### src/rtl/ascon_hash_ctrl_pkg.sv
// ----------------------------------------------------------------------------
// ascon_hash_ctrl_pkg
//   Shared constants, FSM state type and message padding helper for the
//   Ascon-Hash256 / Ascon-XOF128 sequencer (ascon_hash_ctrl).
//   Contents:
//     IV_HASH256, IV_XOF128  initial values loaded into state word 0
//     ASCON_HASH_WORDS       digest length of Ascon-Hash256 in 64-bit words
//     hash_state_t           sequencer FSM states
//     ascon_pad_fn()         pads a partial little-endian message beat
// ----------------------------------------------------------------------------
package ascon_hash_ctrl_pkg;

   localparam logic [63:0] IV_HASH256       = 64'h0000_0801_00CC_0002;
   localparam logic [63:0] IV_XOF128        = 64'h0000_0800_00CC_0003;
   localparam int          ASCON_HASH_WORDS = 4;

   typedef enum logic [2:0] {
      ST_IDLE    = 3'd0,
      ST_LOAD    = 3'd1,
      ST_PSTART  = 3'd2,
      ST_PWAIT   = 3'd3,
      ST_ABSORB  = 3'd4,
      ST_PAD     = 3'd5,
      ST_SQUEEZE = 3'd6
   } hash_state_t;

   // Keeps the low nbytes bytes of data and places the 0x01 padding byte
   // directly above them. A full beat (8 bytes, or more, which is clamped)
   // passes through untouched; its padding goes in a separate block.
   function automatic logic [63:0] ascon_pad_fn(input logic [63:0] data,
                                                input logic [3:0]  nbytes);
      logic [3:0]  nb;
      logic [6:0]  sh;
      logic [63:0] mask;
      nb = (nbytes > 4'd8) ? 4'd8 : nbytes;
      sh = {nb, 3'b000};
      if (nb == 4'd8) begin
         return data;
      end
      mask = (64'h1 << sh) - 64'h1;
      return (data & mask) ^ (64'h1 << sh);
   endfunction

endpackage

### src/rtl/ascon_hash_ctrl.sv
// ----------------------------------------------------------------------------
// ascon_hash_ctrl
//   Sequencer that runs Ascon-Hash256 on an ascon_core through its word
//   access port: loads the IV, absorbs a 64-bit little-endian message stream
//   with padding, and squeezes the digest out as a 64-bit word stream.
//
//   Optional feature macro: ASCON_HASH_XOF_EN
//     When defined, xof_i and out_words_i are added (sampled with start_i);
//     xof_i=1 selects IV_XOF128 and out_words_i output words (0 -> 1).
//     When undefined, Hash256 only with a fixed 4-word digest.
//
//   Ports:
//     clk, rst_n          clock, asynchronous active-low reset
//     start_i / busy_o    start pulse (IDLE only) / operation in progress
//     msg_*               message beat stream (valid/ready, data, bytes, last)
//     dig_*               digest word stream (valid/ready, data, last)
//     core_start_o        permutation start pulse to the core
//     core_rnd12_o        round configuration, always 12 rounds
//     core_sel_o          state word select
//     core_wdata_o        write data
//     core_we_o           write enable
//     core_xor_o          xor-into-word instead of overwrite
//     core_rdata_i        selected state word from the core
//     core_ready_i        core idle / permutation finished
// ----------------------------------------------------------------------------
module ascon_hash_ctrl
   import ascon_hash_ctrl_pkg::*;
#(
   parameter int XOF_LEN_W = 8
) (
   input  logic                 clk,
   input  logic                 rst_n,
   input  logic                 start_i,
`ifdef ASCON_HASH_XOF_EN
   input  logic                 xof_i,
   input  logic [XOF_LEN_W-1:0] out_words_i,
`endif
   output logic                 busy_o,
   input  logic                 msg_valid_i,
   output logic                 msg_ready_o,
   input  logic [63:0]          msg_data_i,
   input  logic [3:0]           msg_bytes_i,
   input  logic                 msg_last_i,
   output logic                 dig_valid_o,
   input  logic                 dig_ready_i,
   output logic [63:0]          dig_data_o,
   output logic                 dig_last_o,
   output logic                 core_start_o,
   output logic                 core_rnd12_o,
   output logic [2:0]           core_sel_o,
   output logic [63:0]          core_wdata_o,
   output logic                 core_we_o,
   output logic                 core_xor_o,
   input  logic [63:0]          core_rdata_i,
   input  logic                 core_ready_i
);

   // The word counter indexes LOAD words (0..4) and squeeze words (0..N-1).
   localparam int CNT_W = (XOF_LEN_W > 3) ? XOF_LEN_W : 3;

   hash_state_t      state_q, state_d;
   hash_state_t      ret_q, ret_d;
   logic [CNT_W-1:0] cnt_q, cnt_d;
   logic             guard_q, guard_d;
   logic [CNT_W-1:0] last_idx;
   logic [63:0]      iv_w;
   logic [3:0]       msg_nb;

`ifdef ASCON_HASH_XOF_EN
   logic             xof_q, xof_d;
   logic [CNT_W-1:0] last_q, last_d;

   assign last_idx = last_q;
   assign iv_w     = xof_q ? IV_XOF128 : IV_HASH256;
`else
   assign last_idx = CNT_W'(ASCON_HASH_WORDS - 1);
   assign iv_w     = IV_HASH256;
`endif

   assign msg_nb       = (msg_bytes_i > 4'd8) ? 4'd8 : msg_bytes_i;
   assign core_rnd12_o = 1'b1;
   assign busy_o       = (state_q != ST_IDLE);

   always_ff @(posedge clk or negedge rst_n) begin
      if (!rst_n) begin
         state_q <= ST_IDLE;
         ret_q   <= ST_IDLE;
         cnt_q   <= '0;
         guard_q <= 1'b0;
`ifdef ASCON_HASH_XOF_EN
         xof_q   <= 1'b0;
         last_q  <= '0;
`endif
      end else begin
         state_q <= state_d;
         ret_q   <= ret_d;
         cnt_q   <= cnt_d;
         guard_q <= guard_d;
`ifdef ASCON_HASH_XOF_EN
         xof_q   <= xof_d;
         last_q  <= last_d;
`endif
      end
   end

   always_comb begin
      state_d      = state_q;
      ret_d        = ret_q;
      cnt_d        = cnt_q;
      guard_d      = guard_q;
`ifdef ASCON_HASH_XOF_EN
      xof_d        = xof_q;
      last_d       = last_q;
`endif
      msg_ready_o  = 1'b0;
      dig_valid_o  = 1'b0;
      dig_data_o   = '0;
      dig_last_o   = 1'b0;
      core_start_o = 1'b0;
      core_sel_o   = '0;
      core_wdata_o = '0;
      core_we_o    = 1'b0;
      core_xor_o   = 1'b0;

      unique case (state_q)
         ST_IDLE: begin
            if (start_i) begin
               cnt_d   = '0;
               state_d = ST_LOAD;
`ifdef ASCON_HASH_XOF_EN
               xof_d   = xof_i;
               if (!xof_i) begin
                  last_d = CNT_W'(ASCON_HASH_WORDS - 1);
               end else if (out_words_i == '0) begin
                  last_d = '0;
               end else begin
                  last_d = CNT_W'(out_words_i) - CNT_W'(1);
               end
`endif
            end
         end

         ST_LOAD: begin
            core_we_o    = 1'b1;
            core_sel_o   = cnt_q[2:0];
            core_wdata_o = (cnt_q == '0) ? iv_w : 64'h0;
            if (cnt_q == CNT_W'(4)) begin
               cnt_d   = '0;
               ret_d   = ST_ABSORB;
               state_d = ST_PSTART;
            end else begin
               cnt_d = cnt_q + CNT_W'(1);
            end
         end

         ST_PSTART: begin
            core_start_o = 1'b1;
            guard_d      = 1'b1;
            state_d      = ST_PWAIT;
         end

         // The core may still report ready in the cycle after the start
         // pulse, so the first PWAIT cycle never looks at core_ready_i.
         ST_PWAIT: begin
            if (guard_q) begin
               guard_d = 1'b0;
            end else if (core_ready_i) begin
               state_d = ret_q;
            end
         end

         ST_ABSORB: begin
            msg_ready_o = 1'b1;
            if (msg_valid_i) begin
               core_we_o    = 1'b1;
               core_xor_o   = 1'b1;
               core_wdata_o = ascon_pad_fn(msg_data_i, msg_bytes_i);
               state_d      = ST_PSTART;
               if (!msg_last_i) begin
                  ret_d = ST_ABSORB;
               end else if (msg_nb == 4'd8) begin
                  ret_d = ST_PAD;
               end else begin
                  ret_d = ST_SQUEEZE;
               end
            end
         end

         // A message ending on a full beat needs a block holding only 0x01.
         ST_PAD: begin
            core_we_o    = 1'b1;
            core_xor_o   = 1'b1;
            core_wdata_o = 64'h1;
            ret_d        = ST_SQUEEZE;
            state_d      = ST_PSTART;
         end

         ST_SQUEEZE: begin
            dig_valid_o = 1'b1;
            dig_data_o  = core_rdata_i;
            dig_last_o  = (cnt_q == last_idx);
            if (dig_ready_i) begin
               if (cnt_q == last_idx) begin
                  cnt_d   = '0;
                  state_d = ST_IDLE;
               end else begin
                  cnt_d   = cnt_q + CNT_W'(1);
                  ret_d   = ST_SQUEEZE;
                  state_d = ST_PSTART;
               end
            end
         end

         default: begin
            state_d = ST_IDLE;
         end
      endcase
   end

endmodule

### config.mk
export PLATFORM = sky130hd
export DESIGN_NAME = ascon_hash_ctrl
export DESIGN_NICKNAME = d
export VERILOG_FILES = /design/src/rtl/ascon_hash_ctrl_pkg.sv /design/src/rtl/ascon_hash_ctrl.sv
export SDC_FILE = /design/constraint.sdc
export NUM_CORES = 1
export LEC_CHECK = 0
export CORE_AREA = 2 2 108 110
export DETAILED_ROUTE_END_ITERATION = 12
export DIE_AREA = 0 0 110 112
export GPL_ROUTABILITY_DRIVEN = 0
export MAX_ROUTING_LAYER = met4
export PLACE_DENSITY = 0.65
export SLEW_MARGIN = 40
export SYNTH_ARGS = -nofsm -noshare
export SYNTH_HDL_FRONTEND = slang
export SYNTH_SLANG_ARGS = --single-unit
### constraint.sdc
create_clock -name clk -period 2.8 [get_ports clk]
set_input_delay 0.56 -clock clk [delete_from_list [all_inputs] [get_ports clk]]
set_output_delay 0.56 -clock clk [all_outputs]
set_load 0.01 [all_outputs]
Yosys cells after proc, flatten, opt, wreduce, memory -nomap -nowiden
Cells that the tools add are included.
{"block": "totals", "ff_bits": 15, "mem_bits_ro": 0, "mem_count": 0, "output_inout_bits": 139, "latchBits": 0, "in_bits": 139, "ram_bits": 0}
{"block": "op_classes", "addsub": 2, "shifts": 1, "reduce_logical": 10, "n_mul": 0, "n_div": 0, "magnitude_cmp": 1, "eq_ne": 16, "bitwise": 2, "mux": 39}
{"op": "two-way mux 64 bit", "n": 4}
{"op": "case mux 64 bit (3 select lines)", "n": 1}
{"op": "bitwise AND 64 bit", "n": 1}
{"op": "<< shifter 1 x 7 -> 64 bit, first input constant", "n": 1}
{"op": "subtractor 64 x 1 -> 64 bit, second input constant", "n": 1}
{"op": "bitwise XOR 64 bit", "n": 1}
{"op": "two-way mux 44 bit", "n": 1}
{"op": "two-way mux 3 bit", "n": 11}
{"op": "two-way mux 8 bit", "n": 4}
{"op": "case mux 8 bit (3 select lines)", "n": 1}
{"op": "case mux 3 bit (7 select lines)", "n": 1}
{"op": "inequality test 2 bit, second input constant", "n": 7}
{"op": "case mux 3 bit (4 select lines)", "n": 1}
{"op": "equality test 3 bit, second input constant", "n": 3}
{"op": "adder 8 x 1 -> 8 bit, second input constant", "n": 1}
{"op": "equality test 8 x 2 -> 1 bit, second input constant", "n": 1}
{"op": "equality test 8 x 3 -> 1 bit, second input constant", "n": 1}
{"op": "zero test 8 bit", "n": 1}
{"op": "two-way mux 1 bit", "n": 8}
{"op": "equality test 3 x 2 -> 1 bit, second input constant", "n": 2}
{"op": "two-way mux 2 bit", "n": 3}
{"op": "case mux 1 bit (2 select lines)", "n": 3}
{"op": "AND reduction 6 bit", "n": 1}
{"op": "nonzero test 3 bit", "n": 2}
{"op": "10 further kinds", "n": 10}

Depth between registers and ports, before layout
Gate-level depths: netlist of the first run.
{"block": "depth", "depth_word": 9, "ltp_mapped": 7, "mapped_depth_nobuf": 6}

Worst setup path before layout of the first run
No wires, ideal clock.
{"block": "synth_path", "kind": "register -> output", "start": "register state_q[0]", "end": "output port core_wdata_o[2]", "t_arrival_ns": 1.434, "path_buffers": 1, "stages_incl_launch_ff": 7, "setup_slack_ns": 0.806, "required_ns": 2.240, "cell_sequence": "dfrtp_1 -> buf_6 -> nor2_1 -> and2_2 -> nand2_1 -> nor2_1 -> and2_1"}
{"block": "synth_via", "elab_chain_len": 2, "elab_cells_between_ends": 4}
{"element": "start, declared", "line": "ascon_hash_ctrl.sv:61", "source": "hash_state_t state_q, state_d;"}
{"element": "start signal, assigned", "line": "ascon_hash_ctrl.sv:95", "source": "state_q <= state_d;"}
{"element": "equality test 3 bit or equality test 3 x 1 -> 1 bit (tied branches)", "line": "ascon_hash_ctrl.sv:125", "source": "unique case (state_q)"}
{"element": "case mux 64 bit (3 select lines) (*)", "line": "ascon_hash_ctrl.sv:125"}
{"element": "end, declared", "line": "ascon_hash_ctrl.sv:51", "source": "output logic [63:0] core_wdata_o,"}
Mark *: on every way between the ends. The rest lies on a longest branch, timed or not.

Final worst setup path of the first run
{"block": "layout_path", "start": "input port msg_bytes_i[3]", "end": "output port core_wdata_o[16]"}
{"block": "layout_via", "elab_chain_len": 9, "elab_cells_between_ends": 13}
{"element": "start, declared", "line": "ascon_hash_ctrl.sv:42", "source": "input logic [3:0] msg_bytes_i,"}
{"element": "greater-than comparator 4 bit", "line": "ascon_hash_ctrl_pkg.sv:35", "source": "nb = (nbytes > 4'd8) ? 4'd8 : nbytes;"}
{"element": "two-way mux 4 bit (*)", "line": "ascon_hash_ctrl_pkg.sv:35"}
{"element": "<< shifter 1 x 7 -> 64 bit or equality test 4 bit (tied branches)", "line": "ascon_hash_ctrl_pkg.sv:40, ascon_hash_ctrl_pkg.sv:41, ascon_hash_ctrl_pkg.sv:37"}
{"element": "subtractor 64 x 1 -> 64 bit or two-way mux 1 bit (tied branches)", "line": "ascon_hash_ctrl_pkg.sv:40, ascon_hash_ctrl_pkg.sv:37"}
{"element": "bitwise AND 64 bit or two-way mux 1 bit (tied branches)", "line": "ascon_hash_ctrl_pkg.sv:41, ascon_hash_ctrl.sv:174"}
{"element": "bitwise XOR 64 bit or two-way mux 1 bit (tied branches)", "line": "ascon_hash_ctrl_pkg.sv:41, ascon_hash_ctrl.sv:125"}
{"element": "two-way mux 64 bit (*)", "line": "ascon_hash_ctrl_pkg.sv:40", "source": "mask = (64'h1 << sh) - 64'h1;"}
{"element": "two-way mux 64 bit (*)", "line": "ascon_hash_ctrl.sv:174", "source": "if (msg_valid_i) begin"}
{"element": "case mux 64 bit (3 select lines) (*)", "line": "ascon_hash_ctrl.sv:125"}
Mark *: on every way between the ends. The rest lies on a longest branch, timed or not. The select of a mux whose other input is x is not followed.

==> impl_metrics.ini, run 1 <==
[logic_synthesis]
post_synthesis_area_per_instance_um2 = 7.23
synth-async-reset-ratio = 1.00
synth_seq_area_share = 0.183
ys.warnings.count = 0
yosys_most_used_dff = sky130_fd_sc_hd__dfrtp_1
ys_types = 48
netlist_instances = 284
syn_area_um2 = 2050
synth_edf_count = 0
synth.net_count = 425
flop_and_latch_count_out_of_synthesis = 15

[final_layout]
antennaDiodeCount = 0
layout-drive-gt1-share = 0.101
post-route-cell-area_um2 = 5320
synthToLayoutAreaGrowth_pct = 159
fin_cells = 720
design.final.nets = 719

[critical_path]
worst-setup-path-type = input port to output pin
worstReg2RegEnd = ret_q[1]$_DFFE_PN0P_
critical_path.endpoint_type = output pin
timing.rr.start = cnt_q[0]$_DFFE_PN0P_
worst_ep_required_time_ns = 2.24
worstPathArrival_ns = 2.20
setup.reg_to_reg.worst_slack_ns = 0.96
critical_path.startpoint = msg_bytes_i[3]
worst-path-max-fanout = 7
worstRegToRegCells = 6
critical_path.startpoint_type = input port

[floorplan]
design.die.area_um2 = 12300
floorplan.initialDensity = 0.184
floorplan.rows = 39
core-area_um2 = 11200
die_width_um = 110
io_pins = 278
fp.dieH_um = 112

[place]
buffer_ports.inserted = 276
placed_cells = 709
place.detailed.hpwl_mm = 9.76
post-place-ws_ns = -0.169
place_area_um2 = 5100

[global_routing]
first_global_vias = 2988
antenna_found_initial = 0
global_route_wire_length_before_repair_mm = 15.7
groute.usage.overall = 0.170
grt-ovfl-total = 0
largest_net_degree_at_the_start_of_global_routing = 40

[drt]
wl_mm = 11.0
wire_per_inst_um = 15.3
drc = 0
dr_total_vias = 3095
first_iteration_detailed_routing_drc_count = 119
antenna_violating_nets_post_route = 0
avgViaCountPerCell = 4.30
firstDrtPassIters = 4

[sta]
max_slew.worst_pin.slew_ns = 0.683
finalWorstSetupSlack_ns = 0.0405
timing.final.crit_share = 0.986
rsz0062_at_grt = true
final_period_minus_worst_setup_slack_ns = 2.76
setup_violations = 0
timing_max_transition_violations_final = 0
report.final.hold_viol_count = 0
relative_max_transition_margin = 0.543
skew_ns = 0.00449
max_freq_mhz = 362
setup_tns_ns = 0

[clock_tree]
clk-insertion-delay-late_ns = 0.25
cell_at_the_root_of_the_clock_tree = sky130_fd_sc_hd__clkbuf_16
clock_tree_from_tritoncts = yes
sinks_on_the_clock_net = 15
cts.path.max_buffers = 2
ctsHtreeMaxLevel = 1
num_cts_buffers = 3
postCtsHoldBufs = 0
cts.reportedPaths.clkPinSlew_ns = 0.05

[min_path]
hold_path.startpoint = ret_q[2]$_DFFE_PN0P_
whs_path_depth = 1
worst_hold_path_type = flop to flop
hold-path-endpoint = ret_q[2]$_DFFE_PN0P_

[pwr]
ir_drop_worst_case_vdd_mv = 0.289
totalPowerFinal_uw = 2020
power_density_nw_per_um2 = 380
cellLeakagePower_uw = 0.00272

[flow_run]
max_cap_viol_count = 0

[status]
run_status = complete, no violations
## report_power, final
part | total (uW) | internal (uW) | leakage (uW) | switching (uW)
combinational | 1370 | 745 | 0.00249 | 630
clock | 281 | 193 | 0.0000382 | 88.0
sequential | 365 | 284 | 0.000197 | 81.2
## repair_timing
item	4_1_cts	5_1_grt
resized for setup	43	30
setup buffers	0	7
setup endpoints to repair	51	80
pin swaps	2	3
## cell usage after synthesis, types with 3 or more instances
| cell | number | area [um^2] |
|---|---|---|
| sky130_fd_sc_hd__dfrtp_1 | 15 | 375 |
| sky130_fd_sc_hd__o21a_1 | 3 | 22.5 |
| sky130_fd_sc_hd__nand2_1 | 12 | 45.0 |
| sky130_fd_sc_hd__nor2_2 | 4 | 25.0 |
| sky130_fd_sc_hd__inv_1 | 8 | 30.0 |
| sky130_fd_sc_hd__clkbuf_1 | 11 | 41.3 |
| sky130_fd_sc_hd__a22o_1 | 5 | 43.8 |
| sky130_fd_sc_hd__a21o_1 | 7 | 52.6 |
| sky130_fd_sc_hd__and3_1 | 12 | 75.1 |
| sky130_fd_sc_hd__nor3_1 | 9 | 45.0 |
| sky130_fd_sc_hd__a21oi_1 | 5 | 25.0 |
| sky130_fd_sc_hd__nor2b_1 | 3 | 18.8 |
| sky130_fd_sc_hd__buf_2 | 3 | 15.0 |
| sky130_fd_sc_hd__o21ai_0 | 15 | 75.1 |
| sky130_fd_sc_hd__and2_1 | 108 | 676 |
| sky130_fd_sc_hd__nor2_1 | 21 | 78.8 |
| sky130_fd_sc_hd__nand3_1 | 6 | 30.0 |
## stage by stage
step	hold WS (ns)	util
2_1_floorplan	0.264	-
5_1_grt	0.502	0.476
3_5_place_dp	0.458	0.457
3_3_place_gp	0.456	0.457
4_1_cts	0.474	0.464
6_report	0.475	0.476
## worst max-delay path, stage by stage
cell	delay, ns
sky130_fd_sc_hd__clkdlybuf4s50_1	0.45
sky130_fd_sc_hd__buf_6	0.17
sky130_fd_sc_hd__buf_4	0.14
sky130_fd_sc_hd__nor3_1	0.21
sky130_fd_sc_hd__o21a_1	0.14
sky130_fd_sc_hd__clkdlybuf4s50_1	0.52
## registers in the layout (all words and copies together), names as in the netlist
signal,flops
guard_q,1
cnt_q,8
state_q,3
ret_q,3
## worst max-delay path by stage
| stage | end | slack (ns) | depth (start not counted) |
|---|---|---|---|
| detailed placement | core_wdata_o[1] | -0.17 | 7 |
| global route | core_wdata_o[16] | -0.06 | 7 |
| finish | core_wdata_o[16] | 0.04 | 6 |
| floorplan | core_wdata_o[2] | 0.81 | 6 |
| global placement | core_wdata_o[1] | -0.13 | 7 |
| CTS | core_wdata_o[40] | -0.04 | 7 |
## layer usage
layer	share of wire	track usage	vias to the layer above
li1	-	-	1526
met3	0.10	0.0445	12
met2	0.55	0.336	174
met1	0.33	0.159	1383
met5	0	-	-
met4	0.015	0.0346	0
## cell families after synthesis
kind of cell / count (synthesis) / share of synthesized area
fa+ha+maj: 2 / 0.0122
other cells: 1 / 0.00183
simple gates: 191 / 0.565
buf+inv: 26 / 0.0572
mux: 3 / 0.0152
flops: 15 / 0.183
compound gates: 46 / 0.166
## area by class of cell
| cell class | count | area (um^2) |
|---|---|---|
| Timing Repair Buffer | 307 | 3030 |
| Sequential cell | 15 | 375 |
| Fill cell | 1101 | 5860 |
| Inverter | 8 | 30.0 |
| Clock buffer | 4 | 78.8 |
| Multi-Input combinational cell | 243 | 1620 |
| Tap cell | 143 | 179 |
## placed cells by master (no fill, tap or decap), types with 2 or more instances in the layout
cell type / count
sky130_fd_sc_hd__clkbuf_16: 3
sky130_fd_sc_hd__dfrtp_1: 15
sky130_fd_sc_hd__nand3b_1: 2
sky130_fd_sc_hd__nor3_1: 8
sky130_fd_sc_hd__nor3_4: 3
sky130_fd_sc_hd__and2_1: 108
sky130_fd_sc_hd__nand2_1: 11
sky130_fd_sc_hd__a22o_1: 5
sky130_fd_sc_hd__clkdlybuf4s50_1: 219
sky130_fd_sc_hd__inv_1: 8
sky130_fd_sc_hd__dlymetal6s2s_1: 23
sky130_fd_sc_hd__nor2_4: 3
sky130_fd_sc_hd__buf_4: 28
sky130_fd_sc_hd__and3_1: 10
sky130_fd_sc_hd__a21o_1: 7
sky130_fd_sc_hd__o21ai_0: 14
sky130_fd_sc_hd__nor2_2: 4
sky130_fd_sc_hd__buf_6: 2
sky130_fd_sc_hd__nor2_1: 18
sky130_fd_sc_hd__nor2b_1: 3
sky130_fd_sc_hd__a21oi_1: 5
sky130_fd_sc_hd__dlygate4sd2_1: 34
sky130_fd_sc_hd__nand3_1: 6
sky130_fd_sc_hd__mux2i_1: 2
sky130_fd_sc_hd__and3_4: 2
sky130_fd_sc_hd__o21a_1: 3
sky130_fd_sc_hd__ha_1: 2
sky130_fd_sc_hd__nand2b_1: 2
No activity file was read; power rests on OpenSTA's default activity.
==> inputs of run 2 (changes only) <==
--- a/config.mk
+++ b/config.mk
@@ -11,7 +11,7 @@
 export GPL_ROUTABILITY_DRIVEN = 0
 export MAX_ROUTING_LAYER = met4
 export PLACE_DENSITY = 0.65
-export SLEW_MARGIN = 40
+export SLEW_MARGIN = 30
 export SYNTH_ARGS = -nofsm -noshare
 export SYNTH_HDL_FRONTEND = slang
 export SYNTH_SLANG_ARGS = --single-unit
==> results of run 2 <==
The final DEF is identical to that of run 1; final timing and power are the same.
